`src/rtl/uart_pkg.sv`:
```
// Shared UART transmit types and constants.
// Parity framing is enabled by defining UART_SEND_PARITY_EN.
package uart_pkg;

  localparam int DATA_BITS_DEF = 8;
  localparam logic TXD_IDLE = 1'b1;

  typedef enum logic [2:0] {
    S_IDLE,
    S_START,
    S_DATA,
    S_PARITY,
    S_STOP
  } state_t;

endpackage

```
`src/rtl/uart_send.sv`:
```
// Transmit-only UART serializer paced by an external baud tick.
// Define UART_SEND_PARITY_EN for an even-parity bit before the stop bit.
module uart_send
  import uart_pkg::*;
#(
  parameter int DATA_BITS = DATA_BITS_DEF
) (
  input  logic                 CLK,
  input  logic                 RST,
  input  logic                 UART_CLK,
  input  logic [DATA_BITS-1:0] DATA,
  input  logic                 DATA_READY,
  output logic                 TXD,
  output logic                 IDLE
);

  localparam int CW = (DATA_BITS > 1) ? $clog2(DATA_BITS) : 1;
  localparam logic [CW-1:0] LAST = CW'(DATA_BITS - 1);

  state_t               state;
  logic                 pending;
  logic [DATA_BITS-1:0] hold;
  logic [DATA_BITS-1:0] shreg;
  logic [DATA_BITS-1:0] next_byte;
  logic [CW-1:0]        cnt;
  logic                 txd;
  logic                 load;
`ifdef UART_SEND_PARITY_EN
  logic                 par;
`endif

  assign IDLE = ((state == S_IDLE) || (state == S_STOP)) && !pending;
  assign load = DATA_READY && IDLE;
  assign TXD  = txd;

  // A byte loaded in the stop-bit cycle goes straight to the shifter.
  assign next_byte = pending ? hold : DATA;

  always_ff @(posedge CLK) begin
    if (RST) begin
      state   <= S_IDLE;
      pending <= 1'b0;
      hold    <= '0;
      shreg   <= '0;
      cnt     <= '0;
      txd     <= TXD_IDLE;
`ifdef UART_SEND_PARITY_EN
      par     <= 1'b0;
`endif
    end else begin
      if (load) begin
        hold    <= DATA;
        pending <= 1'b1;
      end
      if (UART_CLK) begin
        unique case (state)
          S_IDLE: begin
            if (pending) begin
              state   <= S_START;
              txd     <= 1'b0;
              shreg   <= hold;
              pending <= 1'b0;
`ifdef UART_SEND_PARITY_EN
              par     <= ^hold;
`endif
            end
          end
          S_START: begin
            state <= S_DATA;
            cnt   <= '0;
            txd   <= shreg[0];
          end
          S_DATA: begin
            if (cnt == LAST) begin
`ifdef UART_SEND_PARITY_EN
              state <= S_PARITY;
              txd   <= par;
`else
              state <= S_STOP;
              txd   <= TXD_IDLE;
`endif
            end else begin
              cnt   <= cnt + CW'(1);
              shreg <= shreg >> 1;
              txd   <= shreg[1];
            end
          end
          S_PARITY: begin
            state <= S_STOP;
            txd   <= TXD_IDLE;
          end
          S_STOP: begin
            if (pending || load) begin
              state   <= S_START;
              txd     <= 1'b0;
              shreg   <= next_byte;
              pending <= 1'b0;
`ifdef UART_SEND_PARITY_EN
              par     <= ^next_byte;
`endif
            end else begin
              state <= S_IDLE;
              txd   <= TXD_IDLE;
            end
          end
          default: begin
            state <= S_IDLE;
            txd   <= TXD_IDLE;
          end
        endcase
      end
    end
  end

endmodule

```
`config.mk`:
```
export PLATFORM = sky130hd
export DESIGN_NAME = uart_send
export DESIGN_NICKNAME = d
export VERILOG_FILES = /design/src/rtl/uart_pkg.sv /design/src/rtl/uart_send.sv
export SDC_FILE = /design/constraint.sdc
export NUM_CORES = 1
export LEC_CHECK = 0
export CAP_MARGIN = 15
export CORE_ASPECT_RATIO = 1.4
export CORE_MARGIN = 3
export CORE_UTILIZATION = 50
export CTS_CLUSTER_SIZE = 14
export DETAILED_ROUTE_END_ITERATION = 7
export PLACE_DENSITY = 0.81
export SETUP_SLACK_MARGIN = 0.2
export SLEW_MARGIN = 20
export SYNTH_ARGS = -nofsm -noshare
export SYNTH_HDL_FRONTEND = slang
export SYNTH_SLANG_ARGS = --single-unit
```
`constraint.sdc`:
```
create_clock -name CLK -period 1.84 [get_ports CLK]
set_clock_uncertainty 0.05 [all_clocks]
set_input_delay 0.276 -clock CLK [delete_from_list [all_inputs] [get_ports CLK]]
set_output_delay 0.276 -clock CLK [all_outputs]
set_load 0.02 [all_outputs]
```
==> results.sh <==
export IMPL_yosysSeqAreaShare_pct=36.2
export IMPL_postRouteAntennaNets=0
export IMPL_core_mm2=0.00247
export IMPL_synth_seq_cells=24
export IMPL_syn_nets=167
export IMPL_drc=0
export IMPL_end_kind="flop"
export IMPL_tightestPinTransition_ps=413
export IMPL_place_port_buffers=13
export IMPL_track_usage_pct=21.7
export IMPL_cp_top_family="simple AND/OR/NAND/NOR gates"
export IMPL_crit_arrival_ps=1900
export IMPL_synth_cells=153
export IMPL_p_switching_uw=323
export IMPL_initial_core_util_pct=53.8
export IMPL_grt_pass1_wl_mm=5.67
export IMPL_comb_power_share_pct=22.3
export IMPL_relSlewSlack_pct=72.3
export IMPL_synth_edff_count=0
export IMPL_clock_sinks=24
export IMPL_fin_crit_sh_pct=93.0
export IMPL_yosysWarningCount=0
export IMPL_fin_util_pct=68.5
export IMPL_clkPwrFrac_pct=25.8
export IMPL_gp_congestion=0.835
export IMPL_critPathBufInv=0
export IMPL_placementRows=21
export IMPL_numCtsBuffers=3
export IMPL_grt_start_max_net_pins=22
export IMPL_via_count=1267
export IMPL_drtIter0Drc=44
export IMPL_path_cells="ha_4 > ha_4 > nand3b_1 > nand4_4 > or2_4 > a221oi_2"
export IMPL_max_stage_delay_ps=360
export IMPL_die_w_um=49.6
export IMPL_p_per_area_mw_per_mm2=656
export IMPL_synth_avg_cell_area_um2=8.68
export IMPL_hp_class="reg -> reg"
export IMPL_hold_violations=0
export IMPL_antenna_found_initial=0
export IMPL_cts_tree="done"
export IMPL_max_vdd_ir_drop_uv=509
export IMPL_insertion_delay_ps=330
export IMPL_p_leak_nw=0.587
export IMPL_viasPerCell=5.98
export IMPL_n_antenna_cell=0
export IMPL_post_dp_hpwl_mm=2.17
export IMPL_status="complete, no violations"
export IMPL_io_pins=14
export IMPL_nets=193
export IMPL_p_sw_share_pct=29.1
export IMPL_power_share_sequential_pct=51.8
export IMPL_cp_slowest_cell="dfxtp_2"
export IMPL_min_period_ps=1710
export IMPL_synthFlopType="dfxtp_1"
export IMPL_syn2layout_area_growth_pct=27.4
export IMPL_clockBufferDepth=2
export IMPL_htreeDepth=1
export IMPL_die_h_um=67.0
export IMPL_fmax_ghz=0.585
export IMPL_dr_pass1_iters=4
export IMPL_report_final_slew_viol_count=0
export IMPL_critPathLaunchType="flop"
export IMPL_yosysUniqueCellTypes=39
export IMPL_path_common_cell="ha_4"
export IMPL_p_int_uw=788
export IMPL_tns_ps=0
export IMPL_ys_async_sr_fraction_pct=0
export IMPL_syn_cell_area_mm2=0.00133
export IMPL_maxCapViolCount=0
export IMPL_clk_pin_slew_worst_paths_ps=140
export IMPL_grt_pass1_vias=1256
export IMPL_wl_per_cell_um=15.4
export IMPL_root_buffer="clkbuf_4"
export IMPL_total_power_mw=1.11
export IMPL_wl_mm=3.27
export IMPL_worst_slack_ps=130
export IMPL_dp_slack_ps=-45.4
export IMPL_path_max_fanout=8
export IMPL_final_setup_viol_count=0
export IMPL_worstPathRequired_ps=2030
export IMPL_die_area_mm2=0.00332
export IMPL_final_fill_count=220
export IMPL_grt_overflow_total=0
export IMPL_crit_type="reg -> reg"
export IMPL_drive_gt1_share_pct=29.2
export IMPL_rsz0062_at_grt="true"
## final cells by class
type | count | area [µm²] | share of cell area [%]
inverters | 10 | 37.5 | 2.22
clock buffers | 4 | 36.3 | 2.14
repair buffers | 34 | 285 | 16.9
multi-input cells | 106 | 797 | 47.1
well taps | 34 | 42.5 | 2.51
flip-flops and latches | 24 | 494 | 29.2
## synth_stat cells, drive strengths merged (4+ instances only)
cell type | n | share of area, %
nand2 | 27 | 7.6
buf | 9 | 5.2
a21oi | 14 | 5.3
nor2 | 8 | 2.3
nor4 | 7 | 3.3
a32o | 7 | 5.3
clkbuf | 4 | 1.1
nor2b | 4 | 1.9
a221oi | 8 | 9.0
inv | 9 | 2.5
dfxtp | 24 | 36
## layer usage
layer  part of all wire, %  wire length [µm]  vias up  global-route usage [%]
met2                    53              1740       33                    39.9
met4                   3.5               115        0                    11.8
met1                    39              1280      614                    23.4
li1                      -                 -      609                       -
met5                     0                 0        -                       0
met3                   3.9               128       11                    3.36
## cell families (layout without fill, tap and decap cells)
logic type               count (synthesis)  count (layout)  synth area share (%)
AO/OA/AOI/OAI                           44              44                  28.0
flip-flops                              24              24                  36.2
buffers and inverters                   23              48                  9.13
AND/OR/NAND/NOR                         59              59                  24.1
adder cells (fa/ha/maj)                  2               2                  1.88
multiplexers                             1               1                 0.753
## sequential cells by signal, indices dropped and copies added (netlist names)
| signal | flops |
|---|---|
| hold | 8 |
| shreg | 8 |
| cnt | 3 |
| state | 3 |
| TXD | 1 |
| pending | 1 |
## cell usage in the layout (no fill, tap or decap), types with 2 or more instances in the layout
cell type / instances
clkbuf_4: 3
buf_4: 21
nand2_1: 27
nor4_2: 5
clkdlybuf4s50_1: 11
dfxtp_2: 2
nor3_1: 2
nor2_1: 8
nor4_1: 2
o21ai_0: 2
a22oi_1: 3
dfxtp_1: 19
dfxtp_4: 3
a32o_1: 7
a221oi_2: 8
ha_4: 2
nor3b_1: 2
inv_1: 9
nor2b_1: 4
a21oi_1: 14
## path summary, 6_finish.rpt
path	cells after the start	slack, ps	from	end
setup / recovery	6	130	cnt[1]$_SDFFE_PP0P_	shreg[6]$_SDFFE_PP0P_
hold / removal	2	420	hold[6]$_SDFFE_PP0P_	hold[6]$_SDFFE_PP0P_
setup reg to reg	6	130	cnt[1]$_SDFFE_PP0P_	shreg[6]$_SDFFE_PP0P_
hold reg to reg	2	420	hold[6]$_SDFFE_PP0P_	hold[6]$_SDFFE_PP0P_
## worst reg2reg max path: stages (launching register included)
cell      delay [ps]
dfxtp_2          360
ha_4             160
ha_4             160
nand3b_1         140
nand4_4          140
or2_4            350
a221oi_2         270
## power groups by stage
stage / Sequential (mW) / Clock [mW] / Combinational [mW]
6_report: 0.576 / 0.287 / 0.248
5_1_grt: 0.582 / 0.312 / 0.271
4_1_cts: 0.576 / 0.287 / 0.237
3_5_place_dp: 0.591 / 0 / 0.220
3_3_place_gp: 0.588 / 0 / 0.214
2_1_floorplan: 0.582 / 0 / 0.162
## per-stage QoR
step / hold WS, ps / std cells / area (µm²)
finish: 418 / 212 / 1690
global route: 439 / 212 / 1690
CTS: 420 / 209 / 1650
detailed placement: 402 / 196 / 1510
global placement: 395 / 196 / 1510
floorplan: 323 / 153 / 1360
## timing repair
action                     CTS  global route
setup buffers                9             3
pin swaps                    6             6
setup endpoints to repair   12            13
hold endpoints to repair     0             0
hold buffers                 0             0
gates resized for setup     12             7
No activity file was read; power rests on OpenSTA's default activity.
